$ cat src/rtl/pipe_pkg.sv
`default_nettype none
// ============================================================================
//  Module      : pipe_pkg
//  Description : Shared types and constants for pipeline stage registers.
//  Revision    : 1.0 - initial release
// ============================================================================
package pipe_pkg;

   typedef enum logic [1:0] {
      ST_EMPTY = 2'd0,
      ST_ONE   = 2'd1,
      ST_FULL  = 2'd2
   } pipe_state_e;

   // Canonical NOP (addi x0,x0,0) for BUBBLE at instantiation sites
   localparam logic [63:0] PIPE_NOP = 64'h0000_0000_0000_0013;

endpackage : pipe_pkg
`default_nettype wire

$ cat src/rtl/sat_counter.sv
`default_nettype none
// ============================================================================
//  Module      : sat_counter
//  Description : Up-counter that increments on inc and sticks at all-ones.
//  Revision    : 1.0 - initial release
// ============================================================================
module sat_counter #(
   parameter int W = 16
) (
   input  logic         clk,
   input  logic         rst_n,
   input  logic         inc,
   output logic [W-1:0] count
);

   logic [W-1:0] count_q;
   logic [W-1:0] count_d;

   always_comb begin
      count_d = count_q;
      if (inc && (count_q != {W{1'b1}})) begin
         count_d = count_q + W'(1);
      end
   end

   always_ff @(posedge clk or negedge rst_n) begin
      if (!rst_n) begin
         count_q <= '0;
      end else begin
         count_q <= count_d;
      end
   end

   assign count = count_q;

endmodule : sat_counter
`default_nettype wire

$ cat src/rtl/pipe_skid_reg.sv
`default_nettype none
// ============================================================================
//  Module      : pipe_skid_reg
//  Description : Valid/ready pipeline stage with two-entry skid buffer, flush
//                with bubble injection and saturating stall/flush counters.
//  Revision    : 1.0 - initial release
// ============================================================================
module pipe_skid_reg
   import pipe_pkg::*;
#(
   parameter int                DATA_W = 64,
   parameter logic [DATA_W-1:0] BUBBLE = '0,
   parameter int                CNT_W  = 16
) (
   input  logic              clk,
   input  logic              rst_n,
   input  logic              in_valid,
   input  logic [DATA_W-1:0] in_data,
   output logic              in_ready,
   output logic              out_valid,
   output logic [DATA_W-1:0] out_data,
   input  logic              out_ready,
   input  logic              flush,
   output logic [CNT_W-1:0]  stall_cnt,
   output logic [CNT_W-1:0]  flush_cnt
);

   pipe_state_e       state_q, state_d;
   logic [DATA_W-1:0] main_q, main_d;
   logic [DATA_W-1:0] skid_q, skid_d;
   logic              out_valid_q;
   logic              in_ready_q;

   logic w_in_fire;
   logic w_out_fire;

   assign w_in_fire  = in_valid & in_ready_q;
   assign w_out_fire = out_valid_q & out_ready;

   always_comb begin
      state_d = state_q;
      main_d  = main_q;
      skid_d  = skid_q;
      if (flush) begin
         // Any payload accepted this cycle is discarded along with held ones
         state_d = ST_EMPTY;
         main_d  = BUBBLE;
      end else begin
         unique case (state_q)
            ST_EMPTY: begin
               if (w_in_fire) begin
                  main_d  = in_data;
                  state_d = ST_ONE;
               end
            end
            ST_ONE: begin
               unique case ({w_in_fire, w_out_fire})
                  2'b11: main_d = in_data;
                  2'b10: begin
                     skid_d  = in_data;
                     state_d = ST_FULL;
                  end
                  2'b01: state_d = ST_EMPTY;
                  default: ;
               endcase
            end
            ST_FULL: begin
               if (w_out_fire) begin
                  main_d  = skid_q;
                  state_d = ST_ONE;
               end
            end
            default: begin
               state_d = ST_EMPTY;
               main_d  = BUBBLE;
            end
         endcase
      end
   end

   // Handshake outputs are registered from the next state so that no
   // combinational path exists from out_ready or flush to any output.
   always_ff @(posedge clk or negedge rst_n) begin
      if (!rst_n) begin
         state_q     <= ST_EMPTY;
         main_q      <= BUBBLE;
         skid_q      <= '0;
         out_valid_q <= 1'b0;
         in_ready_q  <= 1'b1;
      end else begin
         state_q     <= state_d;
         main_q      <= main_d;
         skid_q      <= skid_d;
         out_valid_q <= (state_d != ST_EMPTY);
         in_ready_q  <= (state_d != ST_FULL);
      end
   end

   assign in_ready  = in_ready_q;
   assign out_valid = out_valid_q;
   assign out_data  = main_q;

   sat_counter #(.W(CNT_W)) u_stall_cnt (
      .clk   (clk),
      .rst_n (rst_n),
      .inc   (out_valid_q & ~out_ready),
      .count (stall_cnt)
   );

   sat_counter #(.W(CNT_W)) u_flush_cnt (
      .clk   (clk),
      .rst_n (rst_n),
      .inc   (flush),
      .count (flush_cnt)
   );

endmodule : pipe_skid_reg
`default_nettype wire

$ cat config.mk
export PLATFORM = sky130hd
export DESIGN_NAME = pipe_skid_reg
export DESIGN_NICKNAME = d
export VERILOG_FILES = /design/src/rtl/pipe_pkg.sv /design/src/rtl/sat_counter.sv /design/src/rtl/pipe_skid_reg.sv
export SDC_FILE = /design/constraint.sdc
export NUM_CORES = 1
export LEC_CHECK = 0
export CAP_MARGIN = 5
export CORE_ASPECT_RATIO = 0.8
export CORE_MARGIN = 3
export CORE_UTILIZATION = 40
export CTS_CLUSTER_DIAMETER = 80
export DETAILED_ROUTE_END_ITERATION = 16
export HOLD_SLACK_MARGIN = 0.1
export PLACE_DENSITY = 0.66
export SYNTH_ARGS = -nofsm -noshare
export SYNTH_HDL_FRONTEND = slang
export SYNTH_SLANG_ARGS = --single-unit
$ cat constraint.sdc
create_clock -name clk -period 2.35 [get_ports clk]
set_clock_uncertainty 0.1 [all_clocks]
set_input_delay 0.47 -clock clk [delete_from_list [all_inputs] [get_ports clk]]
set_output_delay 0.47 -clock clk [all_outputs]
set_load 0.1 [all_outputs]
==> results.cfg, run 1 <==
[outcome]
status = finished clean

[clocking]
cts-buffers-inserted = 17
ctsHtreeMaxLevel = 4
cts_sinks = 164
cts_setup_buffers = 0
cts_buffer_depth = 2
clock_latency_ns = 0.41
cts_resized = 0
cts_tree = yes
cts_hold_buf = 1
path_clk_slew_ns = 0.06
root_buffer = clkbuf_16

[die]
die_area_um2 = 19500
pin_count = 167
initial_core_util_pct = 41.0
core-area_um2 = 17400
row_count = 43
die_width_um = 155
die_y_um = 126

[global_routing]
grt_pass1_wl_mm = 26.1
overflow = 0
grt.total_usage_pct = 16.8
grt_start_max_net_pins = 66
grt_pass1_vias = 4886
antenna_found_initial = 0

[drt]
vias_per_cell = 5.30
routed-via-count = 4824
wirelength_mm = 16.1
drtPass1Iterations = 4
antenna_left = 0
drt_iter0_markers = 214
drc_errors = 0
wl_per_cell_um = 17.6

[synthesis]
syn_nets = 577
synth_ff_type = dfrtp_1
yosys_warnings = 0
async_flop_share_pct = 100
ys_seq_area_share_pct = 57.4
ys_top_cells_by_area = dfrtp_1, mux2_2, a22o_1, xnor2_1, buf_6
syn-cell-area_um2 = 7150
avgSynthCellArea_um2 = 14.1
ys_types = 39
yosys_register_bits = 164
netlist_instances = 506
yosys.area.top_type_share_pct = 57.0
yosys.area.top_type = dfrtp_1
synth_edf_count = 0

[finish]
layout-drive-gt1-share_pct = 39.3
utilization_pct = 54.1
syn_to_final_growth_pct = 32.0
antennaDiodeCount = 0
fin_nets = 743

[power_and_ir_drop]
p_sw_share_pct = 37.8
cellLeakagePower_nw = 4.33
p_int_mw = 6.55
power.net_switching_mw = 3.97
vdd_drop_max_uv = 808
power.share.clock_pct = 27.8
power_density_nw_per_um2 = 1110
p_comb_share_pct = 33.8
power_frac_seq_pct = 38.3

[setup_path]
critPathCaptureType = flip-flop
cp.arrival_ns = 2.10
critPathTopFamily = compound AO/OA/AOI/OAI gates
crit_buf_inv = 0
start_kind = flip-flop
path_class = reg2reg
critical_path_required_ns = 2.55
cp_slowest_cell = o41a_1
critPathLaunch = u_flush_cnt.count[0]$_DFFE_PN0P_
rr_startpoint = u_flush_cnt.count[0]$_DFFE_PN0P_
cp_max_fo = 9
slowest_delay_ns = 0.59
cp_cell_sequence = ha_1, nand4_1, o41a_1, mux2_4

[sta]
fin_crit_sh_pct = 81.1
fin_setup_tns_ns = 0
rsz0062_at_grt = false
period_needed_ns = 1.91
finalHoldViolCount = 0
setup_viol = 0
clock.fmax_mhz = 524
slew_violations = 0
tightest_slew_ns = 0.451
slew_headroom_pct = 69.9

[worst_hold_path]
holdCritStartpoint = u_stall_cnt.count[15]$_DFFE_PN0P_
hp-class = reg2reg

[job]
cap_violations = 0

[placement]
portBuffers = 166
place_hpwl_mm = 10.8
place_congestion = 0.870
==> sequential cells by signal (all words and copies together) (netlist names) <==
name and count:
out_data 64, u_flush_cnt.count 16, skid_q 64, out_valid 1
state_q 2, in_ready 1, u_stall_cnt.count 16
==> final cells by class <==
cell class,instances,area [um^2]
Timing Repair Buffer,178,1590
Sequential cell,164,4110
Clock inverter,8,149
Fill cell,1501,7990
Clock buffer,24,482
Tap cell,225,282
Multi-Input combinational cell,309,2830
Inverter,2,7.51
==> placed cells by master (no fill, tap or decap), types with 2 or more instances in the layout <==
cell and n:
dfrtp_1 161, mux2_2 122, buf_4 103, clkdlybuf4s50_1 67, a22o_1 64, xnor2_1 21
clkbuf_16 17, nand4_1 15, nand2_1 12, nand3_1 8, mux2_1 8, nor2_1 7
and3_1 6, xor2_1 6, and4_1 6, buf_12 6, a21oi_1 5, bufinv_16 4
clkbuf_1 4, nor2_4 3, clkbuf_8 3, and2_1 2, inv_1 2, nor3_1 2
o21ai_0 2, nor4_1 2, o2111ai_1 2, ha_1 2, clkinvlp_4 2, dfrtp_2 2
==> cell families (layout without fill, tap and decap cells) <==
family                   count (synthesis)  in the layout  synth area share [%]
flip-flops                             164            164                  57.4
multiplexers                           132            132                  20.8
AO/OA/AOI/OAI                           80             80                  9.38
AND/OR/NAND/NOR                         68             68                  5.46
buffers and inverters                   33            212                  3.29
XOR/XNOR                                27             27                  3.31
adder cells (fa/ha/maj)                  2              2                 0.350
==> path summary, 6_finish.rpt <==
kind | end | slack [ns] | cells after the start
max | u_flush_cnt.count[1]$_DFFE_PN0P_ | 0.44 | 4
min | u_stall_cnt.count[15]$_DFFE_PN0P_ | 0.39 | 1
max reg2reg | u_flush_cnt.count[1]$_DFFE_PN0P_ | 0.44 | 4
min reg2reg | u_stall_cnt.count[15]$_DFFE_PN0P_ | 0.39 | 1
max in group asynchronous | skid_q[31]$_DFFE_PN0P_ | 0.92 | 3
min in group asynchronous | out_data[62]$_DFFE_PN0P_ | 0.46 | 2
==> stage by stage <==
step	hold slack, ns	power (mW)	instances	setup WS [ns]	cell area [um^2]
6_report	0.394	10.5	910	0.443	9440
5_1_grt	0.414	11.0	910	0.325	9440
4_1_cts	0.399	10.6	910	0.433	9440
3_5_place_dp	0.337	7.66	877	0.0368	8800
3_3_place_gp	0.337	7.56	877	0.0613	8800
2_1_floorplan	0.0744	6.74	506	0.0368	7150
==> cell usage after synthesis, types with 8 or more instances <==
| cell | number |
|---|---|
| a22o_1 | 64 |
| buf_2 | 17 |
| buf_6 | 12 |
| dfrtp_1 | 163 |
| mux2_1 | 8 |
| mux2_2 | 122 |
| nand2_1 | 12 |
| nand3_1 | 8 |
| nand4_1 | 15 |
| nor2_1 | 9 |
| xnor2_1 | 21 |
==> power groups by stage <==
stage,clock (mW),sequential (mW),combinational [mW]
after CTS,3.02,4.03,3.60
after floorplan,0,5.76,0.980
final,2.93,4.03,3.56
after global routing,3.14,4.14,3.72
after global placement,0,4.03,3.53
after detailed placement,0,4.07,3.59
==> layer usage <==
metal	global-route usage (%)	up-vias	part of all wire [%]
met5	0	-	0
met4	6.23	0	1.7
met3	4.01	17	5.7
met2	25.7	128	46
met1	23.5	2461	47
li1	-	2218	-
No activity file was read; power rests on OpenSTA's default activity.
==> inputs of run 2 (changes only) <==
Settings changed: PLACE_DENSITY 0.66 to 0.69.
Clock period 2.35 ns to 1.61 ns, I/O delays scaled along.
==> results.cfg, run 2 (synthesis gave the netlist of run 1 again) <==
[sta]
slew_violations = 0
fin_ws_ns = -0.152
period_needed_ns = 1.76
finalHoldViolCount = 0
tightest_slew_ns = 0.403
slew_headroom_pct = 73.1
setup_viol = 162
fin_setup_tns_ns = -15.88
fin_crit_sh_pct = 109
clock.fmax_mhz = 567
rsz0062_at_grt = true

[clocking]
cts_tree = yes
cts_sinks = 164
root_buffer = clkbuf_16
ctsHtreeMaxLevel = 4
path_clk_slew_ns = 0.07
cts-buffers-inserted = 17
cts_buffer_depth = 2
clock_latency_ns = 0.42

[finish]
syn_to_final_growth_pct = 77.1
nFillCells = 1117
final_common_cell = dfrtp_1
instances_no_fill = 1038
utilization_pct = 72.7
antennaDiodeCount = 0
fin_nets = 871
multi_input_area_um2 = 3300
layout-drive-gt1-share_pct = 58.2
layout_common_cells = dfrtp_1, buf_12, buf_4, clkdlybuf4s50_1
seq_area_um2 = 4230

[setup_path]
endpoint = out_data[36]$_DFFE_PN0P_
r2r_setup_slack_ns = -0.15
rr_startpoint = state_q[1]$_DFF_PN0_
cp.arrival_ns = 1.96
rr_endpoint = out_data[36]$_DFFE_PN0P_
path_class = reg2reg
critPathLaunch = state_q[1]$_DFF_PN0_
critPathCaptureType = flip-flop
start_kind = flip-flop
rr_worst_depth = 7
critical_path_required_ns = 1.81
cp_max_fo = 11

[die]
die_width_um = 155
row_count = 43
initial_core_util_pct = 41.0
die_y_um = 126
core-area_um2 = 17400
pin_count = 167
die_area_um2 = 19500

[drt]
drc_errors = 0
wirelength_mm = 20.2
vias_per_cell = 5.24
drt_iter0_markers = 213
drtPass1Iterations = 4
antenna_left = 0
wl_per_cell_um = 19.4
routed-via-count = 5436

[global_routing]
grt.total_usage_pct = 20.3
antenna_found_initial = 0
grt_start_max_net_pins = 77
grt_pass1_vias = 5806
grt_pass1_wl_mm = 31.4
overflow = 0

[placement]
dp_slack_ns = -0.490
place_hpwl_mm = 12.8
place_congestion = 0.796
dp_cells = 945
portBuffers = 166

[power_and_ir_drop]
vdd_drop_max_uv = 913
power_density_nw_per_um2 = 1420
cellLeakagePower_nw = 5.65

[job]
cap_violations = 0

[outcome]
violations = negative setup slack
status = complete, but fails checks

[worst_hold_path]
hp-class = in2async
-- run 2: changes by cell type in the layout (fill, tap and decap cells not counted), moves of 4 or more --
cell,before,now
buf_12,6,111
mux2_4,1,65
mux2_2,122,65
buf_6,1,43
buf_4,103,72
dfrtp_1,161,130
dfrtp_4,0,31
mux2_1,8,1
and4_1,6,0
buf_16,0,6
and4_4,0,5
inv_6,0,4
nand3_1,8,4
-- run 2: worst min path at each step --
| stage | from | endpoint | slack, ns |
|---|---|---|---|
| 2_1_floorplan | rst_n | out_data[0]$_DFFE_PN0P_ | -0.07 |
| 6_report | rst_n | out_data[46]$_DFFE_PN0P_ | 0.20 |
| 3_5_place_dp | rst_n | out_data[46]$_DFFE_PN0P_ | 0.08 |
| 4_1_cts | rst_n | out_data[46]$_DFFE_PN0P_ | 0.19 |
| 3_3_place_gp | rst_n | out_data[46]$_DFFE_PN0P_ | 0.08 |
| 5_1_grt | rst_n | out_data[48]$_DFFE_PN0P_ | 0.20 |
-- run 2: final cells by class --
class                      instances  area share (%)
inverter                           2          0.0593
sequential                       164            33.4
multi-input combinational        309            26.0
clock inverter                    14            1.54
clock buffer                      18            3.39
timing repair buffer             306            33.4
tap                              225            2.22
-- run 2: worst max-delay path, cell delays in order, from the launching register on --
cell and delay [ns]:
dfrtp_1 0.40, buf_6 0.14, a21oi_4 0.15, a21oi_4 0.05
nor2_4 0.15, buf_12 0.18, buf_12 0.15, mux2_4 0.30
-- run 2: timing repair --
action,CTS,global route
setup buffers,35,17
pin swaps,7,24
gates resized for setup,58,21
endpoints found under the setup margin,173,182
cloned,8,2
endpoints found under the hold margin,163,0
hold buffers,1,0
-- run 2: layer usage --
metal	wire [um]	global-route usage [%]	part of all wire [%]	vias to the layer above
met2	10500	35.0	52	136
li1	-	-	-	2477
met5	0	0	0	-
met3	884	3.98	4.4	21
met4	256	5.51	1.3	0
met1	8490	26.2	42	2802
-- run 2: stage by stage --
stage	instance area, um^2	hold WS (ns)	power, mW
after global routing	12700	0.205	18.6
after floorplan	7700	-0.0736	10.3
final	12700	0.198	17.9
after CTS	12400	0.194	17.9
after global placement	11100	0.0770	12.9
after detailed placement	11100	0.0788	13.1
-- run 2: report_power, final --
part	total, mW	leakage (nW)	internal, mW	switching, mW
Sequential	6.10	2.02	5.28	0.821
Combinational	7.54	3.32	3.48	4.06
Clock	4.29	0.301	2.50	1.79
